## config.mk

```make
export PLATFORM = sky130hd
export DESIGN_NAME = npu_inst_fetch
export DESIGN_NICKNAME = d
export VERILOG_FILES = /design/src/rtl/npu_inst_fetch.sv
export SDC_FILE = /design/constraint.sdc
export NUM_CORES = 1
export LEC_CHECK = 0
export ABC_AREA = 1
export CORE_MARGIN = 2
export CORE_UTILIZATION = 55
export CTS_BUF_LIST = sky130_fd_sc_hd__clkbuf_2
export DETAILED_ROUTE_END_ITERATION = 8
export GPL_TIMING_DRIVEN = 0
export PLACE_DENSITY_LB_ADDON = 0.3
export REMOVE_ABC_BUFFERS = 1
export SLEW_MARGIN = 40
export SYNTH_ARGS = -nofsm -noshare
export SYNTH_HDL_FRONTEND = slang
export SYNTH_SLANG_ARGS = --single-unit
```

## constraint.sdc

```tcl
create_clock -name clk -period 7.25 [get_ports clk]
set_input_delay 1.45 -clock clk [delete_from_list [all_inputs] [get_ports clk]]
set_output_delay 1.45 -clock clk [all_outputs]
set_load 0.01 [all_outputs]
```

## src/rtl/npu_inst_fetch.sv

```systemverilog
// npu_inst_fetch: instruction fetch and prefetch queue in front of the NPU controller.
// Streams inst_count words from the instruction SRAM, starting at base_addr. The words pass
// through a DEPTH-entry FIFO and leave over a valid/ready handshake.
// Optional feature: define NPU_FETCH_PERF_EN to add the 32-bit stall_cycles counter output.
// The surrounding top level casts inst_data to instruction_t.

module npu_inst_fetch #(
  parameter int unsigned INST_W = 64,
  parameter int unsigned ADDR_W = 16,
  parameter int unsigned DEPTH  = 4,
  parameter int unsigned CNT_W  = 16
) (
  input  logic                     clk,
  input  logic                     rst_n,
  input  logic                     start,
  input  logic                     flush,
  input  logic [ADDR_W-1:0]        base_addr,
  input  logic [CNT_W-1:0]         inst_count,
  output logic                     imem_rd_en,
  output logic [ADDR_W-1:0]        imem_addr,
  input  logic [INST_W-1:0]        imem_rd_data,
  output logic [INST_W-1:0]        inst_data,
  output logic                     inst_valid,
  input  logic                     inst_ready,
  output logic                     busy,
  output logic                     done,
  output logic [CNT_W-1:0]         delivered,
  output logic [$clog2(DEPTH):0]   level
`ifdef NPU_FETCH_PERF_EN
  ,
  output logic [31:0]              stall_cycles
`endif
);

  localparam int unsigned PtrW = $clog2(DEPTH);
  localparam int unsigned LvlW = PtrW + 1;
  localparam int unsigned OccW = LvlW + 1;
  localparam logic [OccW-1:0] DepthOcc = OccW'(DEPTH);

  typedef enum logic [1:0] {StIdle, StFetch, StDone} state_e;

  state_e              state_q, state_d;
  logic [ADDR_W-1:0]   base_q, base_d;
  logic [CNT_W-1:0]    count_q, count_d;
  logic [CNT_W-1:0]    issued_q, issued_d;
  logic [CNT_W-1:0]    delivered_q, delivered_d;
  logic                rd_en_q, rd_en_d;
  logic [ADDR_W-1:0]   addr_q, addr_d;
  // Read data lands this cycle (the read strobe was high last cycle).
  logic                pend_q, pend_d;
  logic [PtrW-1:0]     wr_ptr_q, wr_ptr_d;
  logic [PtrW-1:0]     rd_ptr_q, rd_ptr_d;
  logic [LvlW-1:0]     level_q, level_d;
  logic [INST_W-1:0]   mem_q [DEPTH];

  logic                fifo_nonempty;
  logic                start_ok;
  logic                push;
  logic                pop;
  logic [OccW-1:0]     occ;
  logic                room;

  assign fifo_nonempty = (level_q != '0);
  assign start_ok      = (state_q == StIdle) && start && !flush;
  assign push          = pend_q && !flush;
  assign pop           = fifo_nonempty && inst_ready && !flush && (state_q == StFetch);

  // Space must be reserved for the word landing now and the word already requested.
  assign occ  = OccW'(level_q) + OccW'(pend_q) + OccW'(rd_en_q);
  assign room = occ < (DepthOcc + OccW'(pop));

  // FSM state register.
  always_ff @(posedge clk or negedge rst_n) begin
    if (!rst_n) begin
      state_q <= StIdle;
    end else begin
      state_q <= state_d;
    end
  end

  // FSM next state; flush always wins and returns to idle.
  always_comb begin
    state_d = state_q;
    unique case (state_q)
      StIdle: begin
        if (start_ok) begin
          state_d = (inst_count == '0) ? StDone : StFetch;
        end
      end
      StFetch: begin
        if (flush) begin
          state_d = StIdle;
        end else if ((issued_q == count_q) && !rd_en_q && !pend_q && !fifo_nonempty) begin
          state_d = StDone;
        end
      end
      StDone:  state_d = StIdle;
      default: state_d = StIdle;
    endcase
  end

  // FSM-derived outputs.
  always_comb begin
    busy = (state_q != StIdle);
    done = (state_q == StDone);
  end

  // Program registers and read issue; the strobe is registered, so the first read is
  // launched from the accepted start itself to keep start->inst_valid at 3 cycles.
  always_comb begin
    base_d      = base_q;
    count_d     = count_q;
    issued_d    = issued_q;
    delivered_d = delivered_q;
    rd_en_d     = 1'b0;
    addr_d      = addr_q;
    pend_d      = rd_en_q && !flush;
    if (start_ok) begin
      base_d      = base_addr;
      count_d     = inst_count;
      issued_d    = '0;
      delivered_d = '0;
      if (inst_count != '0) begin
        rd_en_d  = 1'b1;
        addr_d   = base_addr;
        issued_d = CNT_W'(1);
      end
    end else if ((state_q == StFetch) && !flush) begin
      if (pop) begin
        delivered_d = delivered_q + CNT_W'(1);
      end
      if ((issued_q < count_q) && room) begin
        rd_en_d  = 1'b1;
        addr_d   = base_q + ADDR_W'(issued_q);
        issued_d = issued_q + CNT_W'(1);
      end
    end
  end

  // Program and read-issue registers.
  always_ff @(posedge clk or negedge rst_n) begin
    if (!rst_n) begin
      base_q      <= '0;
      count_q     <= '0;
      issued_q    <= '0;
      delivered_q <= '0;
      rd_en_q     <= 1'b0;
      addr_q      <= '0;
      pend_q      <= 1'b0;
    end else begin
      base_q      <= base_d;
      count_q     <= count_d;
      issued_q    <= issued_d;
      delivered_q <= delivered_d;
      rd_en_q     <= rd_en_d;
      addr_q      <= addr_d;
      pend_q      <= pend_d;
    end
  end

  // FIFO pointer and occupancy next state.
  always_comb begin
    wr_ptr_d = wr_ptr_q;
    rd_ptr_d = rd_ptr_q;
    level_d  = level_q;
    if (flush) begin
      wr_ptr_d = '0;
      rd_ptr_d = '0;
      level_d  = '0;
    end else begin
      if (push) begin
        wr_ptr_d = wr_ptr_q + PtrW'(1);
      end
      if (pop) begin
        rd_ptr_d = rd_ptr_q + PtrW'(1);
      end
      case ({push, pop})
        2'b10:   level_d = level_q + LvlW'(1);
        2'b01:   level_d = level_q - LvlW'(1);
        default: level_d = level_q;
      endcase
    end
  end

  // FIFO pointer and occupancy registers.
  always_ff @(posedge clk or negedge rst_n) begin
    if (!rst_n) begin
      wr_ptr_q <= '0;
      rd_ptr_q <= '0;
      level_q  <= '0;
    end else begin
      wr_ptr_q <= wr_ptr_d;
      rd_ptr_q <= rd_ptr_d;
      level_q  <= level_d;
    end
  end

  // FIFO storage; contents are only visible through a non-empty head, so no reset.
  always_ff @(posedge clk) begin
    if (push) begin
      mem_q[wr_ptr_q] <= imem_rd_data;
    end
  end

  // Datapath outputs; the head is masked while empty so outputs are zero out of reset.
  always_comb begin
    imem_rd_en = rd_en_q;
    imem_addr  = addr_q;
    inst_valid = fifo_nonempty;
    inst_data  = fifo_nonempty ? mem_q[rd_ptr_q] : '0;
    delivered  = delivered_q;
    level      = level_q;
  end

`ifdef NPU_FETCH_PERF_EN
  logic [31:0] stall_q, stall_d;

  // Stall counter: fetch cycles without a pop; saturating, held outside fetch.
  always_comb begin
    stall_d = stall_q;
    if (start_ok) begin
      stall_d = '0;
    end else if ((state_q == StFetch) && !(fifo_nonempty && inst_ready) && (stall_q != '1)) begin
      stall_d = stall_q + 32'd1;
    end
  end

  // Stall counter register.
  always_ff @(posedge clk or negedge rst_n) begin
    if (!rst_n) begin
      stall_q <= '0;
    end else begin
      stall_q <= stall_d;
    end
  end

  assign stall_cycles = stall_q;
`endif

endmodule
```

==> flow_metrics.py, run 1 <==
metrics = {
    "global_routing": {
        "grt_pass1_vias": 12490,
        "grt_max_degree": 110,
        "antenna_found_initial": 3,
        "gr-total-overflow": 0,
        "grt_use_total": 0.2534,
        "grt_first_pass_wirelength_microns": 60600,
    },
    "sta": {
        "final.period_utilization": 0.6648,
        "worst_slack_ns": 2.430,
        "slew-limit-headroom": 0.4400,
        "rsz0062_at_grt": "no",
        "worst_pin_slew_ns": 0.8324,
        "clock.fmax_ghz": 0.2075,
        "clock_skew_ns": 0.05799,
        "setup_violations": 0,
        "holdWs_ns": 0.4633,
        "report.final.slew_viol_count": 0,
        "hold_viol_final": 0,
        "layout_min_cycle_time_ns": 4.820,
        "final.setup.tns_ns": 0,
    },
    "synthesis": {
        "synth_seq_cells": 347,
        "yosysTopAreaCell": "edfxtp_1",
        "synth-seq-area-share": 0.6328,
        "syn_area_sq_um": 15750,
        "ys.warnings.count": 0,
        "avgSynthCellArea_sq_um": 10.02,
        "yosysTopAreaCellShare": 0.4882,
        "ys_types": 38,
        "synthTopCellsByArea": "edfxtp_1, dfrtp_1, nor2_1",
        "syn-instance-count": 1571,
    },
    "floorplanning": {
        "core_area_sq_um": 28010,
        "dieHeight_microns": 173.2,
        "start_util": 0.5622,
        "num_rows": 61,
        "dieArea_sq_um": 30000,
        "io_pins": 204,
        "die_w_microns": 173.2,
    },
    "route": {
        "initialDrtViolationCount": 749,
        "finalWirelength_microns": 37840,
        "wire_per_inst_microns": 16.71,
        "viasPerCell": 5.378,
        "vias": 12180,
        "ant_nets": 0,
        "drc": 0,
        "first_pass_iters": 6,
    },
    "clock_network": {
        "clk_pin_slew_ns": 0.12,
        "htreeDepth": 3,
        "cts_buffer_depth": 3,
        "holdBufCountCts": 0,
        "clock_latency_ns": 0.89,
        "cts_resized": 0,
        "cts_tree": "yes",
        "post_cts_buffers": 0,
        "cts_sinks": 347,
        "ctsRootBufferMaster": "clkbuf_2",
        "cts_buffers": 87,
    },
    "worst_setup_path": {
        "cp-start-kind": "flip-flop",
        "crit_fanout": 109,
        "endpoint_kind": "primary output",
        "crit_required_ns": 5.80,
        "arrival_ns": 3.37,
        "criticalPathCategory": "reg2out",
    },
    "layout": {
        "drive_gt1_frac": 0.1024,
        "fin_util": 0.6919,
        "fin_cells": 2265,
        "finalNetCount": 1962,
        "nFillCells": 2112,
        "multi_input_area_sq_um": 5081,
        "area_growth_pct": 23.07,
        "regArea_sq_um": 9972,
    },
    "placement": {
        "dp_slack_ns": 2.873,
        "post-dp-hpwl_microns": 24710,
        "io_buffer_count": 203,
        "gp_congestion": 0.8781,
        "dp_cells": 2109,
    },
    "power_and_ir_drop": {
        "leakagePower_nw": 7.943,
        "sw_frac_of_total": 0.3223,
        "ir_worst_vdd_uv": 184.3,
        "seq_power_share": 0.480,
        "intPower_w": 0.003308,
        "clockPowerShare": 0.256,
        "power_density_nw_per_um2": 251.9,
        "comb_power_share": 0.264,
        "switchingPower_w": 0.001573,
    },
    "hold_path": {
        "hold_class": "in2async",
    },
    "status": {
        "outcome": "finished, final reports clean",
    },
    "flow_run": {
        "cap_viol_max_count": 0,
    },
}
[worst max-delay path, stage by stage, from the launching register on]
cell,delay (ns)
dfrtp_4,0.63
buf_12,0.23
inv_8,0.17
buf_16,0.31
o21ai_0,0.20
a21oi_1,0.25
clkdlybuf4s50_1,0.59
[metrics by stage]
stage	total power [W]	cell area, sq um
after floorplan	0.002976	15460
after global placement	0.003618	17960
after detailed placement	0.003673	18610
after CTS	0.004925	19370
after global routing	0.005168	19380
final	0.004881	19380
[cell families (layout without fill, tap and decap cells)]
group	count (synthesis)	count (layout)	synth area share
simple gates	706	706	0.1874
xor+xnor	20	20	0.01112
other cells	0	3	0
flops	347	347	0.6328
compound gates	269	269	0.08749
buf+inv	188	501	0.04720
fa+ha+maj	41	41	0.03401
[area by class of cell]
| type | count | area share |
|---|---|---|
| clock buffers | 124 | 0.03202 |
| repair buffers | 228 | 0.1350 |
| inverters | 120 | 0.02434 |
| diodes | 3 | 0.0003874 |
| multi-input cells | 1036 | 0.2622 |
| well taps | 378 | 0.02440 |
| flip-flops and latches | 347 | 0.5146 |
| clock inverters | 29 | 0.007102 |
[metal layers]
metal,up-vias,wire [microns],global-route usage,share of wire
li1,5880,-,-,-
met5,-,0,0,0
met1,5760,14100,0.2757,0.37
met2,431,19470,0.4512,0.51
met3,110,2986,0.08069,0.079
met4,0,1283,0.1148,0.034
[worst paths after layout]
| check | start | endpoint | slack (ns) | cells past startpoint |
|---|---|---|---|---|
| max | rd_ptr_q[0] | inst_data[50] | 2.43 | 6 |
| min | rst_n | issued_q[11] | 0.46 | 1 |
| max reg2reg | state_q[0] | imem_addr[8] | 4.26 | 7 |
| min reg2reg | base_q[2] | base_q[2] | 0.50 | 2 |
| max in group asynchronous | rst_n | rd_ptr_q[0] | 6.17 | 2 |
| min in group clk | base_q[2] | base_q[2] | 0.50 | 2 |
[cells in the mapped netlist (all sizes together)]
master and number:
fa 3, clkbuf 46, nor2 306, buf 22, edfxtp 256, xor2 17
a31oi 3, o31ai 2, a21o 1, nand3 82, o21bai 2, a22o 1
o21ai 171, nand2 267, xnor2 3, nor4 5, nand3b 2, inv 119
a21oi 89, dfrtp 91, clkinv 1, nor3 23, or2 4, ha 38
nand4 16, nor3b 1
[cells in the final DEF, fill, tap and decap left out, types with 3 or more instances in the layout]
cell             instances
nor2_1                 301
dfrtp_1                 89
nor4_1                   5
buf_8                    6
xor2_1                  17
diode_2                  3
inv_6                    3
nor2_4                   4
nand2_1                263
clkinv_1                23
inv_1                  113
a31oi_1                  3
fa_1                     3
clkdlybuf4s50_1        202
xnor2_1                  3
clkbuf_2               124
o21ai_0                171
buf_12                   4
nand3_2                 12
nor3_1                  23
or2_2                    4
nand4_1                 16
ha_1                    38
buf_16                  15
inv_4                    3
clkinv_4                 3
a21oi_1                 88
edfxtp_1               256
nand3_1                 68
[flip-flops by register name (all words and copies together), names as in the netlist]
signal / cells
mem_q: 256
base_q: 16
count_q: 16
imem_rd_en: 1
imem_addr: 16
delivered: 16
state_q: 2
rd_ptr_q: 2
issued_q: 16
pend_q: 1
wr_ptr_q: 2
level: 3
[power by group through the flow]
stage          logic (W)  clock network (W)  registers, W
6_report         0.00129            0.00125       0.00234
5_1_grt          0.00141            0.00140       0.00236
4_1_cts          0.00130            0.00128       0.00234
3_5_place_dp     0.00129                  0       0.00239
3_3_place_gp     0.00121                  0       0.00240
2_1_floorplan   0.000573                  0       0.00240
(Power assumes the default switching activity.)
==> run 2: changes to the inputs <==
==> constraint.sdc (replaced) <==
create_clock -name clk -period 4.8 [get_ports clk]
set_input_delay 0.96 -clock clk [delete_from_list [all_inputs] [get_ports clk]]
set_output_delay 0.96 -clock clk [all_outputs]
set_load 0.01 [all_outputs]
==> run 2 against run 1 <==
  * Global-route usage is essentially flat
  * Non-clock buffer count increased by 1
  * Combinational power up 50%
  * Final cell count about the same
  * Flip-flop and latch count unchanged
  * Design area about the same
  * Clock skew is 0.0068 ns lower
  * Clock-buffer cell count did not move
  * Die area did not move
==> flow_metrics.py, run 2 (synthesized netlist as in run 1, its figures left out) <==
metrics = {
    "sta": {
        "layout_min_cycle_time_ns": 4.308,
        "rsz0062_at_grt": "no",
        "slew-limit-headroom": 0.4601,
        "final.setup.tns_ns": 0,
        "report.final.slew_viol_count": 0,
        "worst_pin_slew_ns": 0.8024,
        "clock_skew_ns": 0.05119,
        "setup_violations": 0,
        "clock.fmax_ghz": 0.2321,
        "final.period_utilization": 0.8974,
        "hold_viol_final": 0,
    },
    "floorplanning": {
        "start_util": 0.5622,
        "die_w_microns": 173.2,
        "io_pins": 204,
        "core_area_sq_um": 28010,
        "num_rows": 61,
        "dieArea_sq_um": 30000,
        "dieHeight_microns": 173.2,
    },
    "power_and_ir_drop": {
        "ir_worst_vdd_uv": 278.6,
        "comb_power_share": 0.264,
        "leakagePower_nw": 7.948,
        "power_density_nw_per_um2": 380.1,
        "clockPowerShare": 0.256,
        "intPower_w": 0.004997,
        "seq_power_share": 0.480,
        "sw_frac_of_total": 0.3221,
        "p_total_w": 0.007371,
        "switchingPower_w": 0.002374,
    },
    "clock_network": {
        "cts_buffer_depth": 3,
        "cts_tree": "yes",
        "cts_resized": 0,
        "cts_buffers": 87,
        "cts_sinks": 347,
        "clk_pin_slew_ns": 0.11,
        "post_cts_buffers": 0,
        "clock_latency_ns": 0.91,
        "htreeDepth": 3,
        "ctsRootBufferMaster": "clkbuf_2",
    },
    "layout": {
        "regMostFlops": "mem_q",
        "fin_cells": 2266,
        "largest_reg_flops": 256,
        "nFillCells": 2111,
        "finalNetCount": 1963,
        "design_area_sq_um": 19390,
        "final_common_cell": "nor2_1",
        "final_cell_mix": "nor2_1, nand2_1, edfxtp_1, clkdlybuf4s50_1, o21ai_0",
        "area_growth_pct": 23.14,
        "drive_gt1_frac": 0.1024,
    },
    "route": {
        "wire_per_inst_microns": 16.68,
        "initialDrtViolationCount": 778,
        "finalWirelength_microns": 37800,
        "ant_nets": 0,
        "vias": 12140,
        "first_pass_iters": 6,
        "drc": 0,
        "viasPerCell": 5.357,
    },
    "global_routing": {
        "grt_use_total": 0.2536,
        "antenna_found_initial": 3,
        "grt_max_degree": 110,
        "gr-total-overflow": 0,
        "grt_pass1_vias": 12500,
        "grt_first_pass_wirelength_microns": 60640,
    },
    "placement": {
        "dp_cells": 2109,
        "post-dp-hpwl_microns": 24710,
        "gp_congestion": 0.8781,
        "io_buffer_count": 203,
        "postPlaceCellArea_sq_um": 18610,
    },
    "worst_setup_path": {
        "crit_fanout": 109,
        "arrival_ns": 3.35,
        "r2r_cells": 7,
        "cp-start-kind": "flip-flop",
        "criticalPathCategory": "reg2out",
        "endpoint_kind": "primary output",
        "crit_required_ns": 3.84,
    },
    "status": {
        "outcome": "finished, final reports clean",
    },
    "hold_path": {
        "hold_class": "reg2reg",
        "hold_path_depth": 2,
    },
    "flow_run": {
        "cap_viol_max_count": 0,
    },
}
-- run 2: cell type report --
cell class / instances / area, sq um / area share
multi-input combinational: 1036 / 5081 / 0.2621
inverter: 120 / 471.7 / 0.02433
clock inverter: 29 / 137.6 / 0.007098
antenna: 3 / 7.507 / 0.0003872
clock buffer: 124 / 620.6 / 0.03201
tap: 378 / 473.0 / 0.02439
sequential: 347 / 9972 / 0.5143
timing repair buffer: 229 / 2626 / 0.1354
-- run 2: worst max-delay path, stage by stage (launching register included) --
cell and delay, ns:
dfrtp_4 0.63, buf_12 0.23, inv_8 0.16, buf_16 0.33, o21ai_0 0.19, a21oi_1 0.25, clkdlybuf4s50_1 0.59
-- run 2: repair_timing --
item,CTS,global route
endpoints found under the hold margin,38,0
hold buffers,1,0
setup endpoints to repair,0,0
-- run 2: per-stage QoR --
stage	utilization	worst slack (ns)	hold slack (ns)
after global placement	0.6413	-4.613	0.4689
after global routing	0.6921	0.2611	0.5384
final	0.6922	0.4923	0.4968
after detailed placement	0.6645	0.9134	0.4765
after CTS	0.6920	0.4003	0.4922
after floorplan	-	-0.8495	0.4530
-- run 2: routing by layer --
metal / global-route usage / wire, microns
met1: 0.2759 / 14030
met2: 0.4518 / 19520
met3: 0.08047 / 3007
met4: 0.1148 / 1244
met5: 0 / 0
-- run 2: path summary, 6_finish.rpt --
path                        startpoint             to  slack, ns
min in group asynchronous        rst_n   issued_q[11]       0.57
min                          base_q[2]      base_q[2]       0.50
max                        rd_ptr_q[0]  inst_data[50]       0.49
min reg2reg                  base_q[2]      base_q[2]       0.50
max reg2reg                 state_q[0]   imem_addr[8]       1.81
max in group asynchronous        rst_n    rd_ptr_q[0]       3.62
-- run 2: power by group through the flow --
stage | clock network (W) | registers (W) | logic (W)
after global routing | 0.00211 | 0.00356 | 0.00214
after global placement | 0 | 0.00363 | 0.00183
after detailed placement | 0 | 0.00360 | 0.00194
final | 0.00189 | 0.00354 | 0.00194
after CTS | 0.00194 | 0.00354 | 0.00196
after floorplan | 0 | 0.00363 | 0.000865
==> run 3: changes to the inputs <==
--- a/config.mk
+++ b/config.mk
@@ -6,6 +6,7 @@
 export NUM_CORES = 1
 export LEC_CHECK = 0
 export ABC_AREA = 1
+export CAP_MARGIN = 5
 export CORE_MARGIN = 2
 export CORE_UTILIZATION = 55
 export CTS_BUF_LIST = sky130_fd_sc_hd__clkbuf_2
==> results of run 3 <==
Same layout as run 2: the final DEF is identical, and so are final timing and power.
